[src/rtl/prio_encoder_rr_pkg.sv]
// rtl/prio_encoder_rr_pkg.sv - shared types for the parametrised priority encoder
package prio_encoder_rr_pkg;

  typedef enum logic {
    MODE_FIXED = 1'b0,
    MODE_RR    = 1'b1
  } prio_mode_e;

endpackage

[src/rtl/prio_scan_rr.sv]
// rtl/prio_scan_rr.sv - combinational request scan, fixed (highest index) or rotating start
module prio_scan_rr #(
  parameter int N = 8,
  localparam int W = $clog2(N)
) (
  input  logic [N-1:0] req,
  input  logic [W-1:0] start,
  input  logic         dir_fixed,
  output logic [W-1:0] idx,
  output logic         found,
  output logic         multi
);

  logic [W:0] pos;

  always_comb begin
    idx = '0;
    pos = '0;
    if (dir_fixed) begin
      for (int i = 0; i < N; i++) begin
        if (req[i]) idx = W'(i);
      end
    end else begin
      // walk backwards so the candidate nearest to start is written last
      for (int k = N - 1; k >= 0; k--) begin
        pos = {1'b0, start} + (W+1)'(k);
        if (pos >= (W+1)'(N)) pos = pos - (W+1)'(N);
        if (req[pos[W-1:0]]) idx = pos[W-1:0];
      end
    end
  end

  assign found = |req;
  assign multi = (req & (req - N'(1))) != '0;

endmodule

[src/rtl/prio_encoder_rr.sv]
// rtl/prio_encoder_rr.sv - registered N-to-log2(N) encoder with handshake and round-robin pointer
module prio_encoder_rr
  import prio_encoder_rr_pkg::*;
#(
  parameter int N = 8,
  localparam int W = $clog2(N)
) (
  input  logic         clk,
  input  logic         rst,
  input  logic [N-1:0] req,
  input  logic         mode,
  input  logic         out_ready,
  output logic         out_valid,
  output logic [W-1:0] idx,
  output logic [N-1:0] grant,
  output logic         multi
);

  logic [W-1:0] ptr;
  logic [W-1:0] ptr_adv;
  logic [W-1:0] scan_start;
  logic [W-1:0] scan_idx;
  logic         scan_found;
  logic         scan_multi;
  logic         held_rr;
  logic         load;
  logic         xfer_rr;

  assign load    = !out_valid || out_ready;
  assign xfer_rr = out_valid && out_ready && held_rr;
  assign ptr_adv = (idx == W'(N - 1)) ? '0 : idx + W'(1);
  // scan from the advanced pointer when a transfer and a reload share a cycle
  assign scan_start = xfer_rr ? ptr_adv : ptr;

  prio_scan_rr #(.N(N)) u_scan (
    .req       (req),
    .start     (scan_start),
    .dir_fixed (mode == MODE_FIXED),
    .idx       (scan_idx),
    .found     (scan_found),
    .multi     (scan_multi)
  );

  always_ff @(posedge clk) begin
    if (rst) begin
      out_valid <= 1'b0;
      idx       <= '0;
      grant     <= '0;
      multi     <= 1'b0;
      ptr       <= '0;
      held_rr   <= 1'b0;
    end else begin
      if (xfer_rr) ptr <= ptr_adv;
      if (load) begin
        if (scan_found) begin
          out_valid <= 1'b1;
          idx       <= scan_idx;
          grant     <= N'(1) << scan_idx;
          multi     <= scan_multi;
          held_rr   <= (mode == MODE_RR);
        end else begin
          out_valid <= 1'b0;
          grant     <= '0;
          multi     <= 1'b0;
          held_rr   <= 1'b0;
        end
      end
    end
  end

endmodule

[config.mk]
export PLATFORM = sky130hd
export DESIGN_NAME = prio_encoder_rr
export DESIGN_NICKNAME = d
export VERILOG_FILES = /design/src/rtl/prio_encoder_rr_pkg.sv /design/src/rtl/prio_scan_rr.sv /design/src/rtl/prio_encoder_rr.sv
export SDC_FILE = /design/constraint.sdc
export NUM_CORES = 1
export LEC_CHECK = 0
export CORE_UTILIZATION = 50
export CTS_CLUSTER_SIZE = 25
export DETAILED_ROUTE_END_ITERATION = 8
export PLACE_DENSITY = 0.75
export SKIP_LAST_GASP = 1
export SYNTH_ARGS = -nofsm -noshare
export SYNTH_HDL_FRONTEND = slang
export SYNTH_HIERARCHICAL = 1
export SYNTH_SLANG_ARGS = --single-unit
[constraint.sdc]
create_clock -name clk -period 5.55 [get_ports clk]
set_input_delay 0.8325 -clock clk [delete_from_list [all_inputs] [get_ports clk]]
set_output_delay 0.8325 -clock clk [all_outputs]
set_load 0.005 [all_outputs]
# Word-level counts from Yosys, hierarchy flattened
# Cells that the tools add are included.
[totals]
register_bits = 17
output_inout_bits = 13
elab_cells = 103
in_bits = 12
[op_classes]
shift = 1
order_cmp = 16
add_sub_neg = 17
n_bitwise = 1
n_reduce_logical = 7
eq_ne = 1
mux = 54
[ops]
columns = ["op", "count"]
rows = [
  ["$mux 3", 31],
  ["$lt 3x4->1 const B", 8],
  ["$ge 4x4->1 const B", 7],
  ["$bmux 1 s3", 8],
  ["$sub 3x1->3 const B", 8],
  ["$add 3x3->4 const B", 4],
  ["$mux 1", 12],
  ["$add 3x2->4 const B", 2],
  ["$and 8x8->8", 1],
  ["$mux 8", 1],
  ["$reduce_bool 8->1", 1],
  ["$reduce_or 8->1", 1],
  ["$shl 1x3->8 const A", 1],
  ["$sub 8x1->8 const B", 1],
  ["$add 3x1->4 const B", 1],
  ["$ge 3x4->1 const B", 1],
  ["$mux 2", 2],
  ["$add 3x1->3 const B", 1],
  ["$eq 3x3->1 const B", 1],
  ["$logic_and 1x1->1", 2],
  ["$reduce_and 2->1", 1],
  ["$logic_not 1->1", 1],
  ["$logic_or 1x1->1", 1],
]

# Depth between registers and ports, before layout
[depth]
ltp_word = 20
depth_mapped = 16
mapped_depth_nobuf = 14

# Hierarchy
# Netlist, hierarchy kept.
[modules_own_cells]
columns = ["module", "area_each_um2", "cells_per_inst", "seq_area_each_um2", "n_inst"]
rows = [
  ["prio_scan_rr", 1054.8, 130, 0.0, 1],
  ["prio_encoder_rr", 668.1, 65, 340.3, 1],
]

# Worst setup path before layout
# OpenSTA, ideal clock, no wires.
[synth_timing]
path_kind = "input -> register"
from = "input out_ready"
to = "register grant[5]"
t_required_ns = 5.433
cell_stages = 15
setup_ns = 0.117
arrival_ns = 4.042
path_buffers = 3
setup_slack_ns = 1.390
path_cell_list = "nand3_1 -> mux2_2 -> buf_6 -> clkbuf_1 -> inv_1 -> ha_1 -> buf_2 -> mux2i_1 -> mux2i_1 -> o221ai_1 -> o21ba_2 -> a21oi_1 -> o41ai_2 -> nor2_1 -> a32o_1"
[synth_between]
elab_chain_cells = 20
elab_cells_between_ends = 70
cone_classes = "add/sub (15); order compare (8); shift (1); mux (43); reduce/logical (3)"
[synth_lines]
columns = ["element", "line", "text"]
rows = [
  ["from (decl)", "prio_encoder_rr.sv:12", "input logic out_ready,"],
  ["$logic_and 1x1->1 * (2 in a row)", "prio_encoder_rr.sv:30", "assign xfer_rr = out_valid && out_ready && held_rr;"],
  ["$mux 3 *", "-", ""],
  ["via scan_start[1]", "prio_encoder_rr.sv:21", "logic [W-1:0] scan_start;"],
  ["$add 3x3->4", "prio_scan_rr.sv:26", "pos = {1'b0, start} + (W+1)'(k);"],
  ["$ge 4x4->1 / $sub 3x1->3 (equally long branches)", "prio_scan_rr.sv:27", "if (pos >= (W+1)'(N)) pos = pos - (W+1)'(N);"],
  ["$mux 3", "prio_scan_rr.sv:27", ""],
  ["$mux 3", "prio_scan_rr.sv:19", "if (dir_fixed) begin"],
  ["$bmux 1 s3", "prio_scan_rr.sv:28", "if (req[pos[W-1:0]]) idx = pos[W-1:0];"],
  ["$mux 1 (not written as such)", "prio_scan_rr.sv:28", ""],
  ["$mux 3 (7 in a row)", "prio_scan_rr.sv:28", ""],
  ["$mux 3 *", "prio_scan_rr.sv:28", ""],
  ["$mux 3 *", "prio_scan_rr.sv:19", ""],
  ["via scan_idx[1]", "prio_encoder_rr.sv:22", "logic [W-1:0] scan_idx;"],
  ["$shl 1x3->8 *", "prio_encoder_rr.sv:58", "grant <= N'(1) << scan_idx;"],
  ["$mux 8 *", "prio_encoder_rr.sv:55", "if (scan_found) begin"],
  ["to (signal assigned)", "prio_encoder_rr.sv:58", ""],
  ["to (decl)", "prio_encoder_rr.sv:15", "output logic [N-1:0] grant,"],
]
# Mark *: on every way through the listed nets, which the timed path passes. The rest lies on a longest branch. The select of a mux whose other input is x is not followed.
# A chain may end at the register's enable or synchronous reset.

# Final worst setup path
[layout_timing]
from = "input out_ready"
to = "register grant[1]"
# The elaborated chain is that of the path after synthesis.

==> flow_summary.toml <==
[run_status]
outcome = "finished, final reports clean"

[floorplanning]
dieArea_um2 = 3680
num_rows = 20
io_pins = 25
die_h_um = 60.7
die_w_um = 60.7
start_util = 0.546
core_region_area_um2 = 3150

[sta]
period_minus_slack_ns = 4.54
max-slew-margin-rel = 0.626
max_freq_mhz = 220
drv_slew = 0
fin_crit_sh = 0.818
hold_viol = 0
finalSetupTns_ns = 0
setup_viol = 0
worstMarginPinSlew_ns = 0.561
skew_ns = 0.00547
rsz0062_at_grt = "false"

[yosys]
synth.cell_area_um2 = 1720
ys_seq_elements = 17
synth.top_cell.area_share = 0.198
netlist_instances = 195
synth_cell_types = 52
asyncSetResetFlopFracSynth = 0
yosysWarnings = 6
synth-edff-count = 0
syn_area_per_cell_um2 = 8.84
synth.most_common_cell = "dfxtp_1"
seq_area_frac_synth = 0.198
synth_area_leaders = "dfxtp_1, mux4_2, mux2i_1"
yosys.area.top_type = "dfxtp_1"
synth_fp_nets = 211
synth_top_flop_cell = "dfxtp_1"
synth_common_cells = "dfxtp_1, a21oi_1, nand2_1, mux2i_1"

[power_and_ir_drop]
clkPwrFrac = 0.200
power_density_nw_per_um2 = 175
ir_worst_vdd_v = 0.000166
p_leak_uw = 0.000704
p_comb_frac = 0.411
power_frac_seq = 0.389
p_sw_uw = 121
swShare = 0.352
internal_power_uw = 222

[cells_and_area]
stdcell_area_um2 = 1960
fin_util = 0.620
drive_above_1_share = 0.130
area_growth_pct = 13.5
fillers = 301
fin_nets = 225
diodes = 0

[clocking]
post-cts-setup-buffer-count = 0
ctsHoldBuffers = 0
root_buffer = "clkbuf_4"
ctsHtreeMaxLevel = 1
clk_latency_ns = 0.30
cts_inserted_buffers = 3
cts_buffer_depth = 2
cts_resized = 0
clkTransAtPathRegs_ns = 0.10
cts_tree = "done"
clock-sinks = 17

[global_routing]
grt_pass1_wl_um = 7000
gr-total-overflow = 0
grt_pass1_vias = 1482
grt_use_total = 0.259
grt_max_degree = 21
antenna_found_initial = 0

[critical_path]
start_kind = "input port"
path_delay_family = "compound AO/OA/AOI/OAI gates"
path_cells = "clkdlybuf4s50_1 -> nand3_1 -> or3_1 -> nand2_1 -> inv_1 -> ha_1 -> mux4_1 -> a22o_1 -> a31o_1 -> a311oi_1 -> o31ai_1 -> a21o_1 -> nor3_2 -> a32o_1"
timing.rr.start = "idx[0]$_SDFFE_PP0P_"
cp_max_fo = 13
arrival_ns = 4.79
crit_start = "out_ready"
critical-path-max-stage-delay_ns = 0.62
critPathKind = "in -> reg"
worstSetupEndpointType = "flip-flop"
crit_required_ns = 5.80
slowest_stage = "ha_1"
path_buf_inv = 2

[detailed_routing]
ant_nets = 0
drt_wl_total_um = 4350
first_iter_violations = 121
viasPerCell = 6.45
avgRoutedWirePerCell_um = 17.3
drc = 0
firstDrtPassIters = 4
num_vias = 1625

[placement]
placed_area_um2 = 1930
port_buffers = 24
place_congestion = 0.860
dp_hpwl_um = 3240

[flow_run]
maxCapViolCount = 0

[worst_hold_path]
hp-class = "reg -> reg"
min-delay-start = "held_rr$_SDFFE_PP0P_"
[power by group through the flow]
stage          Sequential [µW]  Combinational [µW]  Clock (µW)
6_report                   133                 141        68.5
5_1_grt                    134                 153        71.7
4_1_cts                    133                 140        69.7
3_5_place_dp               136                 139           0
3_3_place_gp               136                 136           0
2_1_floorplan              136                99.5           0
[logic make-up after synthesis]
kind of cell / after synthesis / share of synthesized area
XOR/XNOR: 5 / 0.0254
AND/OR/NAND/NOR: 60 / 0.179
buffers and inverters: 25 / 0.0806
adder cells (fa/ha/maj): 5 / 0.0349
AO/OA/AOI/OAI: 53 / 0.222
multiplexers: 30 / 0.261
flip-flops: 17 / 0.198
[metrics by stage]
step / hold slack [ns] / power [µW] / std cells / worst slack (ns)
2_1_floorplan: 0.432 / 235 / 195 / 1.39
6_report: 0.469 / 343 / 252 / 1.01
3_3_place_gp: 0.445 / 271 / 248 / 0.810
4_1_cts: 0.472 / 343 / 252 / 1.04
5_1_grt: 0.504 / 358 / 252 / 0.768
3_5_place_dp: 0.456 / 275 / 248 / 0.724
[flip-flops by register name, indices dropped and copies added (netlist names)]
name,flops
out_valid,1
idx,3
held_rr,1
ptr,3
grant,8
multi,1
[metal layers]
metal	track usage	wire [µm]
met1	0.338	1980
met2	0.440	2110
met3	0.0277	189
met4	0.101	77
met5	0	0
[layout make-up]
cell class / instances / area (µm²) / area share
clock buffers: 3 / 22.5 / 0.0115
clock inverters: 1 / 5.00 / 0.00256
inverters: 7 / 26.3 / 0.0134
multi-input cells: 153 / 1240 / 0.636
flip-flops and latches: 17 / 340 / 0.174
well taps: 44 / 55.1 / 0.0282
repair buffers: 27 / 263 / 0.134
[worst min-delay path, cell delays in order (launching register included)]
cell and delay [ns]:
dfxtp_1 0.33, nand2_1 0.05, a21oi_1 0.05
[worst paths after layout]
kind / slack [ns] / end / depth (start not counted)
hold / removal: 0.47 / held_rr$_SDFFE_PP0P_ / 2
setup / recovery: 1.01 / grant[1]$_SDFFE_PP0P_ / 14
setup reg to reg: 1.46 / grant[1]$_SDFFE_PP0P_ / 14
hold reg to reg: 0.47 / held_rr$_SDFFE_PP0P_ / 2
[cell usage in the layout (no fill, tap or decap), types with 4 or more instances in the layout]
cell / n
nand2_1: 16
inv_1: 7
dfxtp_1: 17
mux2i_1: 12
ha_1: 4
mux4_2: 7
nor2b_1: 7
a21oi_1: 16
nor2_1: 11
a32o_1: 6
mux2_2: 7
nand3_1: 11
clkdlybuf4s50_1: 24
o21ai_0: 6
No activity file was read; power rests on OpenSTA's default activity.
